<file path="src/rtl/mem_access_ctrl_if.sv">
// Data-memory request/response bundle between the control unit, the sequencer
// and the byte-wide synchronous RAM.
interface mem_access_ctrl_if #(parameter int ADDR_W = 9);
  logic              mov;
  logic              rw;
  logic [1:0]        size;
  logic              sign_ext;
  logic [31:0]       addr;
  logic [31:0]       wdata;
  logic [31:0]       rdata;
  logic              moc;
  logic              busy;
  logic              misalign_err;
  logic [ADDR_W-1:0] ram_addr;
  logic [7:0]        ram_wdata;
  logic              ram_we;
  logic              ram_re;
  logic [7:0]        ram_rdata;

  modport slave (
    input  mov, rw, size, sign_ext, addr, wdata, ram_rdata,
    output rdata, moc, busy, misalign_err, ram_addr, ram_wdata, ram_we, ram_re
  );

  modport master (
    output mov, rw, size, sign_ext, addr, wdata, ram_rdata,
    input  rdata, moc, busy, misalign_err, ram_addr, ram_wdata, ram_we, ram_re
  );
endinterface

</file>
<file path="src/rtl/mem_access_ctrl.sv">
// Splits byte/half/word memory requests into big-endian byte cycles on a
// byte-wide synchronous RAM and answers on a 4-phase MOV/MOC handshake.
module mem_access_ctrl #(
  parameter int ADDR_W = 9
) (
  input  logic             clk,
  input  logic             reset,
  mem_access_ctrl_if.slave bus
);

  typedef enum logic [1:0] {IDLE, XFER, WAIT, DONE} state_e;

  state_e            state_q, state_d;
  logic [1:0]        cnt_q, cnt_d;
  logic              rw_q, rw_d;
  logic [1:0]        size_q, size_d;
  logic              sext_q, sext_d;
  logic [ADDR_W-1:0] addr_q, addr_d;
  logic [31:0]       wdata_q, wdata_d;
  logic [31:0]       acc_q, acc_d;
  logic [31:0]       rdata_q, rdata_d;
  logic              err_q, err_d;

  logic [1:0]  n_last;
  logic [1:0]  byte_idx;
  logic        last;
  logic        mis_in;
  logic        xfer;
  logic [31:0] acc_shift;

  function automatic logic [31:0] extend(input logic [31:0] a, input logic [1:0] sz,
                                         input logic se);
    case (sz)
      2'b00:   extend = {{24{se & a[7]}}, a[7:0]};
      2'b01:   extend = {{16{se & a[15]}}, a[15:0]};
      default: extend = a;
    endcase
  endfunction

  assign n_last    = (size_q == 2'b10) ? 2'd3 : (size_q == 2'b01) ? 2'd1 : 2'd0;
  assign last      = (cnt_q == n_last);
  assign byte_idx  = n_last - cnt_q;
  assign acc_shift = {acc_q[23:0], bus.ram_rdata};
  assign mis_in    = (bus.size == 2'b11) ||
                     (bus.size == 2'b01 && bus.addr[0]) ||
                     (bus.size == 2'b10 && bus.addr[1:0] != 2'b00);

  always_ff @(posedge clk or posedge reset) begin
    if (reset) begin
      state_q <= IDLE;
      cnt_q   <= '0;
      rw_q    <= 1'b0;
      size_q  <= '0;
      sext_q  <= 1'b0;
      addr_q  <= '0;
      wdata_q <= '0;
      acc_q   <= '0;
      rdata_q <= '0;
      err_q   <= 1'b0;
    end else begin
      state_q <= state_d;
      cnt_q   <= cnt_d;
      rw_q    <= rw_d;
      size_q  <= size_d;
      sext_q  <= sext_d;
      addr_q  <= addr_d;
      wdata_q <= wdata_d;
      acc_q   <= acc_d;
      rdata_q <= rdata_d;
      err_q   <= err_d;
    end
  end

  always_comb begin
    state_d = state_q;
    cnt_d   = cnt_q;
    rw_d    = rw_q;
    size_d  = size_q;
    sext_d  = sext_q;
    addr_d  = addr_q;
    wdata_d = wdata_q;
    acc_d   = acc_q;
    rdata_d = rdata_q;
    err_d   = err_q;
    case (state_q)
      IDLE: if (bus.mov) begin
        rw_d    = bus.rw;
        size_d  = bus.size;
        sext_d  = bus.sign_ext;
        addr_d  = bus.addr[ADDR_W-1:0];
        wdata_d = bus.wdata;
        cnt_d   = '0;
        acc_d   = '0;
        err_d   = mis_in;
        state_d = mis_in ? DONE : XFER;
      end
      XFER: begin
        // read data trails its strobe by one cycle, so byte 0 arrives while byte 1 issues
        if (rw_q && cnt_q != 2'd0) acc_d = acc_shift;
        if (last) state_d = rw_q ? WAIT : DONE;
        else      cnt_d   = cnt_q + 2'd1;
      end
      WAIT: begin
        acc_d   = acc_shift;
        rdata_d = extend(acc_shift, size_q, sext_q);
        state_d = DONE;
      end
      DONE: if (!bus.mov) begin
        err_d   = 1'b0;
        state_d = IDLE;
      end
      default: state_d = IDLE;
    endcase
  end

  assign xfer             = (state_q == XFER);
  assign bus.ram_we       = xfer & ~rw_q;
  assign bus.ram_re       = xfer & rw_q;
  assign bus.ram_addr     = xfer ? addr_q + ADDR_W'(cnt_q) : '0;
  assign bus.ram_wdata    = (xfer & ~rw_q) ? wdata_q[{byte_idx, 3'b000} +: 8] : 8'h00;
  assign bus.moc          = (state_q == DONE);
  assign bus.misalign_err = (state_q == DONE) & err_q;
  assign bus.busy         = (state_q != IDLE);
  assign bus.rdata        = rdata_q;

endmodule
</file>
<file path="src/flat_wrapper.sv">
// flat-port wrapper written by rule: the top's interface ports become plain ports
module mem_access_ctrl_flat 
#(
  parameter int ADDR_W = 9
)
  (clk, reset, bus_mov, bus_rw, bus_size, bus_sign_ext, bus_addr, bus_wdata, bus_ram_rdata, bus_rdata, bus_moc, bus_busy, bus_misalign_err, bus_ram_addr, bus_ram_wdata, bus_ram_we, bus_ram_re);
  mem_access_ctrl_if #(.ADDR_W(ADDR_W)) bus_i ();
  input  logic clk;
  input  logic reset;
  input wire logic [$bits(bus_i.mov)-1:0] bus_mov;
  input wire logic [$bits(bus_i.rw)-1:0] bus_rw;
  input wire logic [$bits(bus_i.size)-1:0] bus_size;
  input wire logic [$bits(bus_i.sign_ext)-1:0] bus_sign_ext;
  input wire logic [$bits(bus_i.addr)-1:0] bus_addr;
  input wire logic [$bits(bus_i.wdata)-1:0] bus_wdata;
  input wire logic [$bits(bus_i.ram_rdata)-1:0] bus_ram_rdata;
  output wire logic [$bits(bus_i.rdata)-1:0] bus_rdata;
  output wire logic [$bits(bus_i.moc)-1:0] bus_moc;
  output wire logic [$bits(bus_i.busy)-1:0] bus_busy;
  output wire logic [$bits(bus_i.misalign_err)-1:0] bus_misalign_err;
  output wire logic [$bits(bus_i.ram_addr)-1:0] bus_ram_addr;
  output wire logic [$bits(bus_i.ram_wdata)-1:0] bus_ram_wdata;
  output wire logic [$bits(bus_i.ram_we)-1:0] bus_ram_we;
  output wire logic [$bits(bus_i.ram_re)-1:0] bus_ram_re;
  assign bus_i.mov = bus_mov;
  assign bus_i.rw = bus_rw;
  assign bus_i.size = bus_size;
  assign bus_i.sign_ext = bus_sign_ext;
  assign bus_i.addr = bus_addr;
  assign bus_i.wdata = bus_wdata;
  assign bus_i.ram_rdata = bus_ram_rdata;
  assign bus_rdata = bus_i.rdata;
  assign bus_moc = bus_i.moc;
  assign bus_busy = bus_i.busy;
  assign bus_misalign_err = bus_i.misalign_err;
  assign bus_ram_addr = bus_i.ram_addr;
  assign bus_ram_wdata = bus_i.ram_wdata;
  assign bus_ram_we = bus_i.ram_we;
  assign bus_ram_re = bus_i.ram_re;
  mem_access_ctrl #(.ADDR_W(ADDR_W)) u_core (.clk(clk), .reset(reset), .bus(bus_i));
endmodule
</file>
<file path="config.mk">
export PLATFORM = sky130hd
export DESIGN_NAME = mem_access_ctrl_flat
export DESIGN_NICKNAME = d
export VERILOG_FILES = /design/src/rtl/mem_access_ctrl_if.sv /design/src/rtl/mem_access_ctrl.sv /design/src/flat_wrapper.sv
export SDC_FILE = /design/constraint.sdc
export NUM_CORES = 1
export LEC_CHECK = 0
export BUFFER_PORTS_ARGS = -buffer_cell sky130_fd_sc_hd__buf_2
export CAP_MARGIN = 20
export CORE_MARGIN = 2
export CORE_UTILIZATION = 56
export CTS_CLUSTER_DIAMETER = 50
export DETAILED_ROUTE_END_ITERATION = 8
export MAX_ROUTING_LAYER = met4
export PLACE_DENSITY = 0.85
export SYNTH_ARGS = -nofsm -noshare
export SYNTH_HDL_FRONTEND = slang
export SYNTH_SLANG_ARGS = --single-unit
</file>
<file path="constraint.sdc">
create_clock -name clk -period 4.6 [get_ports clk]
set_input_delay 0.23 -clock clk [delete_from_list [all_inputs] [get_ports clk]]
set_output_delay 0.23 -clock clk [all_outputs]
set_load 0.02 [all_outputs]
</file>
---- Word level (Yosys, flattened, before mapping) ----
Index checks and enable logic that the tools add are counted.
Widths: inputs -> output; s select.
storage, ports and cells
  flip-flop bits (word level) ............. 106
  bits of input ports ..................... 79
  output and inout port bits .............. 54
  word-level logic and storage cells ...... 72
operators by class
  add/subtract/negate cells ............... 3
  equal/unequal tests ..................... 14
  shift operators ......................... 1
  mux-type cells .......................... 20
  bitwise gates (word level) .............. 6
  reduce and logical (&&, ||, !) cells .... 18
operators with widths
  cell                 count
  $pmux 24 s3          1
  $pmux 32 s2          1
  $mux 24              2
  $shiftx 32x6->8      1
  $mux 2               7
  $reduce_and 3->1     4
  $eq 2x2->1 const B   5
  $reduce_bool 2->1    5
  $add 9x2->9          1
  $mux 9               1
  $mux 8               1
  $ne 2x2->1 const B   4
  $pmux 2 s4           1
  $eq 2x1->1 const B   3
  $and 1x1->1          5
  $logic_not 2->1      2
  $mux 1               4
  $pmux 2 s2           1
  $logic_and 1x1->1    3
  $reduce_bool 3->1    1
  $add 2x1->2 const B  1
  $eq 2x2->1           1
  $logic_or 1x1->1     2
  $ne 2x1->1 const B   1
  other kinds (4)      4

---- Depth between registers and ports, before layout ----
Gate-level depths: netlist of run 1.
  word-level depth ........................ 7
  gate-level depth with buffers ........... 9
  gate-level depth less buffers ........... 8

---- Worst setup path after synthesis of run 1 ----
Ideal clock, no wire load.
  kind .................................... reg2out
  start ................................... register u_core.size_q[0]
  end ..................................... output bus_ram_wdata[0]
  arrival time ............................ 1,948 ps
  required time ........................... 4,370 ps
  path slack .............................. 2,422 ps
  cell stages (with the launch flop) ...... 8
  buffers on the path ..................... 0
  path through ............................ dfrtp_1 > inv_1 > ha_1 > inv_1 > ha_1 > inv_2 > mux4_1 > and2_1
on the way
  word-level cells in the longest chain between the ends .. 6
  elaborated cells on any way between the ends .. 7
  those cells by class .................... 1 x add/sub; 2 x eq/ne; 1 x shift; 3 x mux
RTL lines
  item                    RTL line                text
  start, declared         mem_access_ctrl.sv:16   logic [1:0] size_q, size_d;
  start signal, assigned  mem_access_ctrl.sv:64   size_q <= size_d;
  $eq 2x1->1              mem_access_ctrl.sv:40   assign n_last = (size_q == 2'b10) ? 2'd3 : (size_q == 2'b01) ? 2'd1 : 2'd0;
  $mux 1                  mem_access_ctrl.sv:40
  $mux 2 *                mem_access_ctrl.sv:40
  $sub 2x2->2 *           mem_access_ctrl.sv:42   assign byte_idx = n_last - cnt_q;
  $shiftx 32x6->8 *       mem_access_ctrl.sv:120  assign bus.ram_wdata = (xfer & ~rw_q) ? wdata_q[{byte_idx, 3'b000} +: 8] : 8'h00;
  $mux 8 *                mem_access_ctrl.sv:120
  end, declared           flat_wrapper.sv:22      output wire logic [$bits(bus_i.ram_wdata)-1:0] bus_ram_wdata;
Every way passes the cells marked *; elsewhere a longest branch is shown, timed or not.

---- Worst setup path in the final report of run 1 ----
  start ................................... register u_core.size_q[1]
  end ..................................... output bus_ram_wdata[5]
Same word-level chain as after synthesis.

==> key figures, run 1 <==
Run status
  • Outcome: finished, final reports clean

Critical path
  • Crit path largest cell delay: 0.59 ns
  • Critical path endpoint category: output port
  • Crit-path cells: inv_1 -> ha_1 -> inv_1 -> ha_1 -> inv_2 -> mux4_1 -> and2_1 -> buf_2
  • Reg2reg end: u_core.acc_q[13]
  • Worst EP arrival: 2.62 ns
  • Flop-to-flop setup slack: 2.40 ns
  • Startpoint Class: flop
  • Worst reg-to-reg path cell count: 6
  • Worst-path fanout max: 9
  • Worst Path Required: 4.37 ns
  • Reg2reg start: u_core.state_q[1]
  • CP Class: flop to output port
  • Worst path slowest cell: mux4_1

Synthesis
  • Yosys top cell area share: 0.546
  • Cells after Synth: 435
  • Mux cell area share after synthesis: 0.170
  • Post-synth EDFFs: 0
  • Largest area contributor in the netlist: dfrtp_1
  • Compound-Gate Fraction of Synth Area: 0.0811
  • Xor and xnor area share after synthesis: 0.0175
  • Synthesized Nets: 527
  • #FFs+latches synth: 106
  • Mapped Avg Cell Area: 11.2 um2
  • Post-synth ARST share: 1.00
  • Synth cell types: 39
  • Main combinational cell family by area after synthesis: multiplexers
  • Synth warn: 0
  • Synth area leaders: dfrtp_1 55%, mux2_2 13%, nand2_1 6.1%
  • Simple-Gate Fraction of Synth Area: 0.118
  • Synth Flop Type: dfrtp_1
  • Sequential area share after synthesis: 0.546
  • Mapped cell area: 4860 um2
  • Synth Area in Adders: 0.0350

Worst hold path
  • Hold_sp: bus_wdata[7]
  • Worst Hold Depth: 2
  • Worst Hold End: u_core.wdata_q[7]
  • Min-delay worst type: input pin to flop

Die
  • Initial Util: 0.586
  • Core area: 8300 um2
  • Row Count: 33
  • IO Pins: 133
  • Die Wd: 97.2 um
  • Die H: 97.2 um
  • Die area: 9440 um2

Timing
  • Max-slew headroom: 0.310
  • Max Fclk: 0.351 GHz
  • Tcrit/Tclk final: 0.620
  • Total negative slack: 0 ns
  • Min Tclk post-route: 2.85 ns
  • RSZ-0062 raised after global routing: no
  • Endpoints failing setup: 0
  • Clock Skew: 0.00810 ns
  • Max-slew violations: 0
  • Worst-Margin Slew: 1.03 ns
  • Fin. Hold Viols: 0

Clock tree
  • Htree depth: 3
  • TritonCTS clock tree: built
  • Max clock buf depth: 2
  • Root cell of the clock tree: clkbuf_8
  • TritonCTS Sinks: 106
  • Post-CTS setup buffers: 0
  • Clock-pin slew on the worst setup and hold paths: 0.11 ns
  • Num CTS Buffers: 9
  • Worst skew pair latency: 0.37 ns

Cells and area
  • Final #Nets: 632
  • Sequential Area: 2650 um2
  • Fillcell total: 613
  • Area Growth Syn to Fin: 17.7%
  • Area of the multi-input gates: 2060 um2
  • Layout Cells excl Fill: 651
  • Share of layout cells above drive strength 1: 0.349

Placement
  • Post-Place Cells: 632
  • I/O Buffers: 109
  • RD Place Congestion: 0.819
  • Dpl hpwl: 7.00 mm

Detailed routing
  • Final ANT Viol Nets: 0
  • Vias: 3504
  • WL/cell: 15.3 um
  • Post-route DRC: 0
  • Vias/cell: 5.38
  • Iter 0 DRT Violations: 100
  • Drt total wl: 9.95 mm
  • TritonRoute pass-1 iters: 4

Global routing
  • GR met2 Demand/Resource: 0.360
  • Largest net degree at the start of global routing: 61
  • Initial antenna violation count: 1
  • GR Util met1: 0.280
  • First-pass GRT wire length: 16.7 mm
  • GRT Total Usage: 0.222
  • Met3 Usage GRT: 0.0518
  • Number of global-route vias before repair: 3606
  • Total congestion overflow: 0
  • Most used routing layer: met2

Power
  • Static Leak: 2.72 nW
  • Pwr Density: 804 nW/um2
  • Max IR drop VDD: 0.000456 V

Job
  • Maxcap violations: 0
## Yosys cell counts (3+ instances only)
library cell  instances
a21oi_1              32
a31oi_1               3
and2_1               12
buf_2                 7
buf_4                 3
clkbuf_1              8
dfrtp_1             106
ha_1                 12
inv_1                13
mux2_2               54
mux4_1                8
nand2_1              79
nand3_1               3
nor2_1               32
nor2b_1               3
o21ai_0              28
or3_1                 3
xnor2_1               5
## worst max path at each step
stage,endpoint,slack (ns),from
2_1_floorplan,u_core.acc_q[0],1.58,reset
3_3_place_gp,bus_ram_wdata[4],2.19,u_core.size_q[0]
3_5_place_dp,bus_ram_wdata[5],2.14,u_core.size_q[0]
4_1_cts,bus_ram_wdata[5],1.73,u_core.size_q[0]
5_1_grt,bus_ram_wdata[6],1.63,u_core.size_q[0]
6_report,bus_ram_wdata[5],1.75,u_core.size_q[1]
## layout by cell type (no fill, tap or decap), drive strengths merged, types with 8 or more instances in the layout
| cell type | netlist | final |
|---|---|---|
| a21oi | 32 | 32 |
| and2 | 12 | 12 |
| buf | 12 | 113 |
| clkbuf | 8 | 9 |
| dfrtp | 106 | 106 |
| ha | 12 | 12 |
| inv | 14 | 17 |
| mux2 | 54 | 54 |
| mux4 | 8 | 8 |
| nand2 | 79 | 79 |
| nor2 | 32 | 32 |
| o21ai | 30 | 30 |
## layer usage
| metal | wire length (um) | part of all wire | up-vias |
|---|---|---|---|
| li1 | - | - | 1692 |
| met3 | 589 | 0.059 | 14 |
| met1 | 4220 | 0.42 | 1686 |
| met5 | 0 | 0 | - |
| met2 | 5030 | 0.51 | 112 |
| met4 | 112 | 0.011 | 0 |
## worst max-delay path, delay by kind of cell (launching register included)
kind | cells | cell delay, ns
adders and majority gates | 2 | 0.61
buffers and inverters | 4 | 0.51
DFF | 1 | 0.39
muxes | 1 | 0.59
and+or+nand+nor | 1 | 0.17
## per-stage QoR
step	hold slack (ns)	power, mW	cell area (um2)	setup WS (ns)	util
6_report	0.0837	4.60	5720	1.75	0.689
4_1_cts	0.0709	4.63	5710	1.73	0.688
3_5_place_dp	0.335	3.97	5470	2.14	0.659
5_1_grt	0.0690	4.95	5720	1.63	0.689
2_1_floorplan	0.366	3.38	4860	1.58	-
3_3_place_gp	0.330	3.86	5470	2.19	0.659
## report_power, final
| part | switching (mW) | total, mW | internal (mW) |
|---|---|---|---|
| Sequential | 0.297 | 1.70 | 1.40 |
| Combinational | 1.30 | 2.25 | 0.954 |
| Clock | 0.335 | 0.651 | 0.316 |
| Total | 1.93 | 4.60 | 2.67 |
## repair_timing
action	CTS	global route
hold buffers	1	0
resized for setup	0	0
hold endpoints to repair	46	0
## registers in the layout, indices dropped and copies added, names as in the netlist
register          count
u_core.acc_q         24
u_core.sext_q         1
u_core.cnt_q          2
u_core.size_q         2
u_core.bus.rdata     32
u_core.wdata_q       32
u_core.rw_q           1
u_core.err_q          1
u_core.state_q        2
u_core.addr_q         9
## layout make-up
cell class | count | area share
flip-flops and latches | 106 | 0.464
multi-input cells | 294 | 0.360
repair buffers | 114 | 0.102
well taps | 105 | 0.0230
clock buffers | 9 | 0.0217
clock inverters | 7 | 0.0186
inverters | 15 | 0.0103
diodes | 1 | 0.000437
## kinds of logic after synthesis
logic type	Yosys count
simple gates	137
fa+ha+maj	13
xor+xnor	8
flops	106
compound gates	73
buf+inv	35
mux	63
Power figures use the tool's default switching activity.
==> inputs of run 2 (changes only) <==
CORE_UTILIZATION = 47   (was 56)
PLACE_DENSITY = 0.76   (was 0.85)
clock period = 2.5 ns   (was 4.6 ns; I/O delays follow)
==> run 2 against run 1 <==
  * Via count increased by 9.2%
  * Largest cell class unchanged
  * Wire length increased by 14%
  * Largest power group unchanged
  * Critical path type unchanged
  * Clock skew increased by 0.0020 ns
==> key figures, run 2 (synthesized netlist as in run 1, its figures left out) <==
Run status
  • Outcome: finished, final reports clean

Job
  • Maxcap violations: 0 (unchanged)

Clock tree
  • TritonCTS clock tree: built
  • Root cell of the clock tree: clkbuf_8
  • Clock-pin slew on the worst setup and hold paths: 0.10 ns (about the same)
  • Htree depth: 3 (unchanged)
  • TritonCTS Sinks: 106 (unchanged)
  • Worst skew pair latency: 0.37 ns (about the same)
  • Max clock buf depth: 2 (unchanged)
  • Num CTS Buffers: 9 (unchanged)

Timing
  • Endpoints failing setup: 0 (unchanged)
  • Hold slack final: 0.00760 ns (-0.0761 ns)
  • Fin. Hold Viols: 0 (unchanged)
  • Max Fclk: 0.401 GHz
  • Worst-Margin Slew: 0.763 ns (-0.268 ns)
  • Max-slew violations: 0 (unchanged)
  • Clock Skew: 0.0101 ns (+0.00200 ns)
  • Total negative slack: 0 ns (unchanged)
  • Post-route setup slack: 0.00685 ns (-1.74 ns)
  • Min Tclk post-route: 2.49 ns
  • RSZ-0062 raised after global routing: yes
  • Max-slew headroom: 0.492 (+0.181)
  • Tcrit/Tclk final: 0.997

Placement
  • Dpl hpwl: 7.25 mm (+3.5%)
  • Pre-CTS setup slack: 0.163 ns (-1.97 ns)
  • RD Place Congestion: 0.849 (+3.7%)
  • I/O Buffers: 109 (unchanged)
  • Placed Area: 5600 um2 (+2.3%)
  • Post-Place Cells: 668 (+5.7%)

Die
  • Die H: 106 um (+8.8%)
  • Die area: 11200 um2 (+18%)
  • Core area: 10200 um2 (+23%)
  • Initial Util: 0.477 (-0.108)
  • IO Pins: 133 (unchanged)
  • Row Count: 37 (+12%)
  • Die Wd: 106 um (+8.8%)

Detailed routing
  • WL/cell: 15.4 um (+0.96%)
  • TritonRoute pass-1 iters: 5 (+1)
  • Iter 0 DRT Violations: 155 (+55%)
  • Drt total wl: 11.4 mm (+14%)
  • Vias/cell: 5.20 (-3.4%)
  • Final ANT Viol Nets: 0 (unchanged)
  • Vias: 3827 (+9.2%)
  • Post-route DRC: 0 (unchanged)

Cells and area
  • Final #Nets: 687 (+8.7%)
  • Layout Cells excl Fill: 736 (+13%)
  • Util after Layout: 0.628 (-0.0613)
  • Area Growth Syn to Fin: 31.5%
  • Fillcell total: 801 (+31%)
  • Commonest non-fill, non-tap cells in the layout: 106 x buf_2, 106 x dfrtp_1, 78 x nand2_1, 54 x mux2_2, 46 x dlygate4sd3_1
  • # diodes: 0 (-1)
  • Share of layout cells above drive strength 1: 0.348 (about the same)
  • Fin area: 6400 um2 (+12%)

Global routing
  • Number of global-route vias before repair: 3835 (+6.4%)
  • First-pass GRT wire length: 18.3 mm (+9.5%)
  • Initial antenna violation count: 0 (-1)
  • GRT Total Usage: 0.214 (-0.00805)
  • Total congestion overflow: 0 (unchanged)
  • Largest net degree at the start of global routing: 49 (-20%)

Critical path
  • Crit-path cells: inv_2 -> ha_4 -> inv_2 -> ha_4 -> clkinvlp_4 -> mux4_1 -> and2_1 -> buf_4
  • Crit path largest cell delay: 0.46 ns (-0.13 ns)
  • CP Class: flop to output port
  • Worst-path fanout max: 4 (-5)
  • Startpoint Class: flop
  • Worst EP arrival: 2.37 ns (-0.25 ns)
  • Critical path endpoint category: output port
  • Worst path slowest cell: mux4_1
  • Worst Path Required: 2.38 ns (-1.99 ns)

Power
  • Static Leak: 2.95 nW (+8.2%)
  • Pwr Density: 1420 nW/um2 (+77%)
  • Max IR drop VDD: 0.000880 V (+93%)
  • Power Total: 9.11 mW (+98%)

Worst hold path
  • Min-delay worst type: input pin to flop
==> run 2: layout make-up <==
class                   instances  area, um2  share of cell area
clock buffers                  11        131              0.0205
clock inverters                 5       86.3              0.0135
inverters                      15       65.1              0.0102
multi-input cells             294       2120               0.331
flip-flops and latches        106       2650               0.415
well taps                     136        170              0.0266
repair buffers                168       1160               0.182
repair inverters                1       7.51             0.00117
==> run 2: final timing paths <==
path	from	end	slack [ns]	cells after the start
max	u_core.size_q[1]	bus_ram_wdata[4]	0.007	8
min	bus_addr[1]	u_core.addr_q[1]	0.008	2
max reg2reg	u_core.size_q[1]	u_core.state_q[0]	0.41	9
min reg2reg	u_core.acc_q[23]	u_core.acc_q[23]	0.49	2
max in group asynchronous	reset	u_core.wdata_q[8]	1.45	4
min in group asynchronous	reset	u_core.acc_q[0]	0.38	3
==> run 2: worst max-delay path, delay by kind of cell, from the launching register on <==
kind	cells	cell delay, ns
fa+ha+maj	2	0.57
flops	1	0.39
mux	1	0.46
simple gates	1	0.17
buf+inv	4	0.42
==> run 2: report_power, final <==
part	switching (mW)	internal, mW	total, mW	leakage (nW)
clock network	0.594	0.573	1.17	0.108
registers	0.572	2.57	3.15	1.30
logic	2.61	2.18	4.79	1.54
==> run 2: repair_timing <==
action                                  CTS  global route
gates cloned                              1             0
pin swaps                                 1             2
endpoints found under the setup margin    8             8
hold endpoints to repair                 73             0
hold buffers                             46             0
setup buffers                             3             2
resized for setup                         9            12
==> run 2: layer usage <==
layer,vias to the layer above,GRT usage,share of wire
met5,-,-,0
met4,0,0.0602,0.014
met3,18,0.0371,0.049
met2,125,0.372,0.53
met1,1890,0.259,0.41
li1,1794,-,-
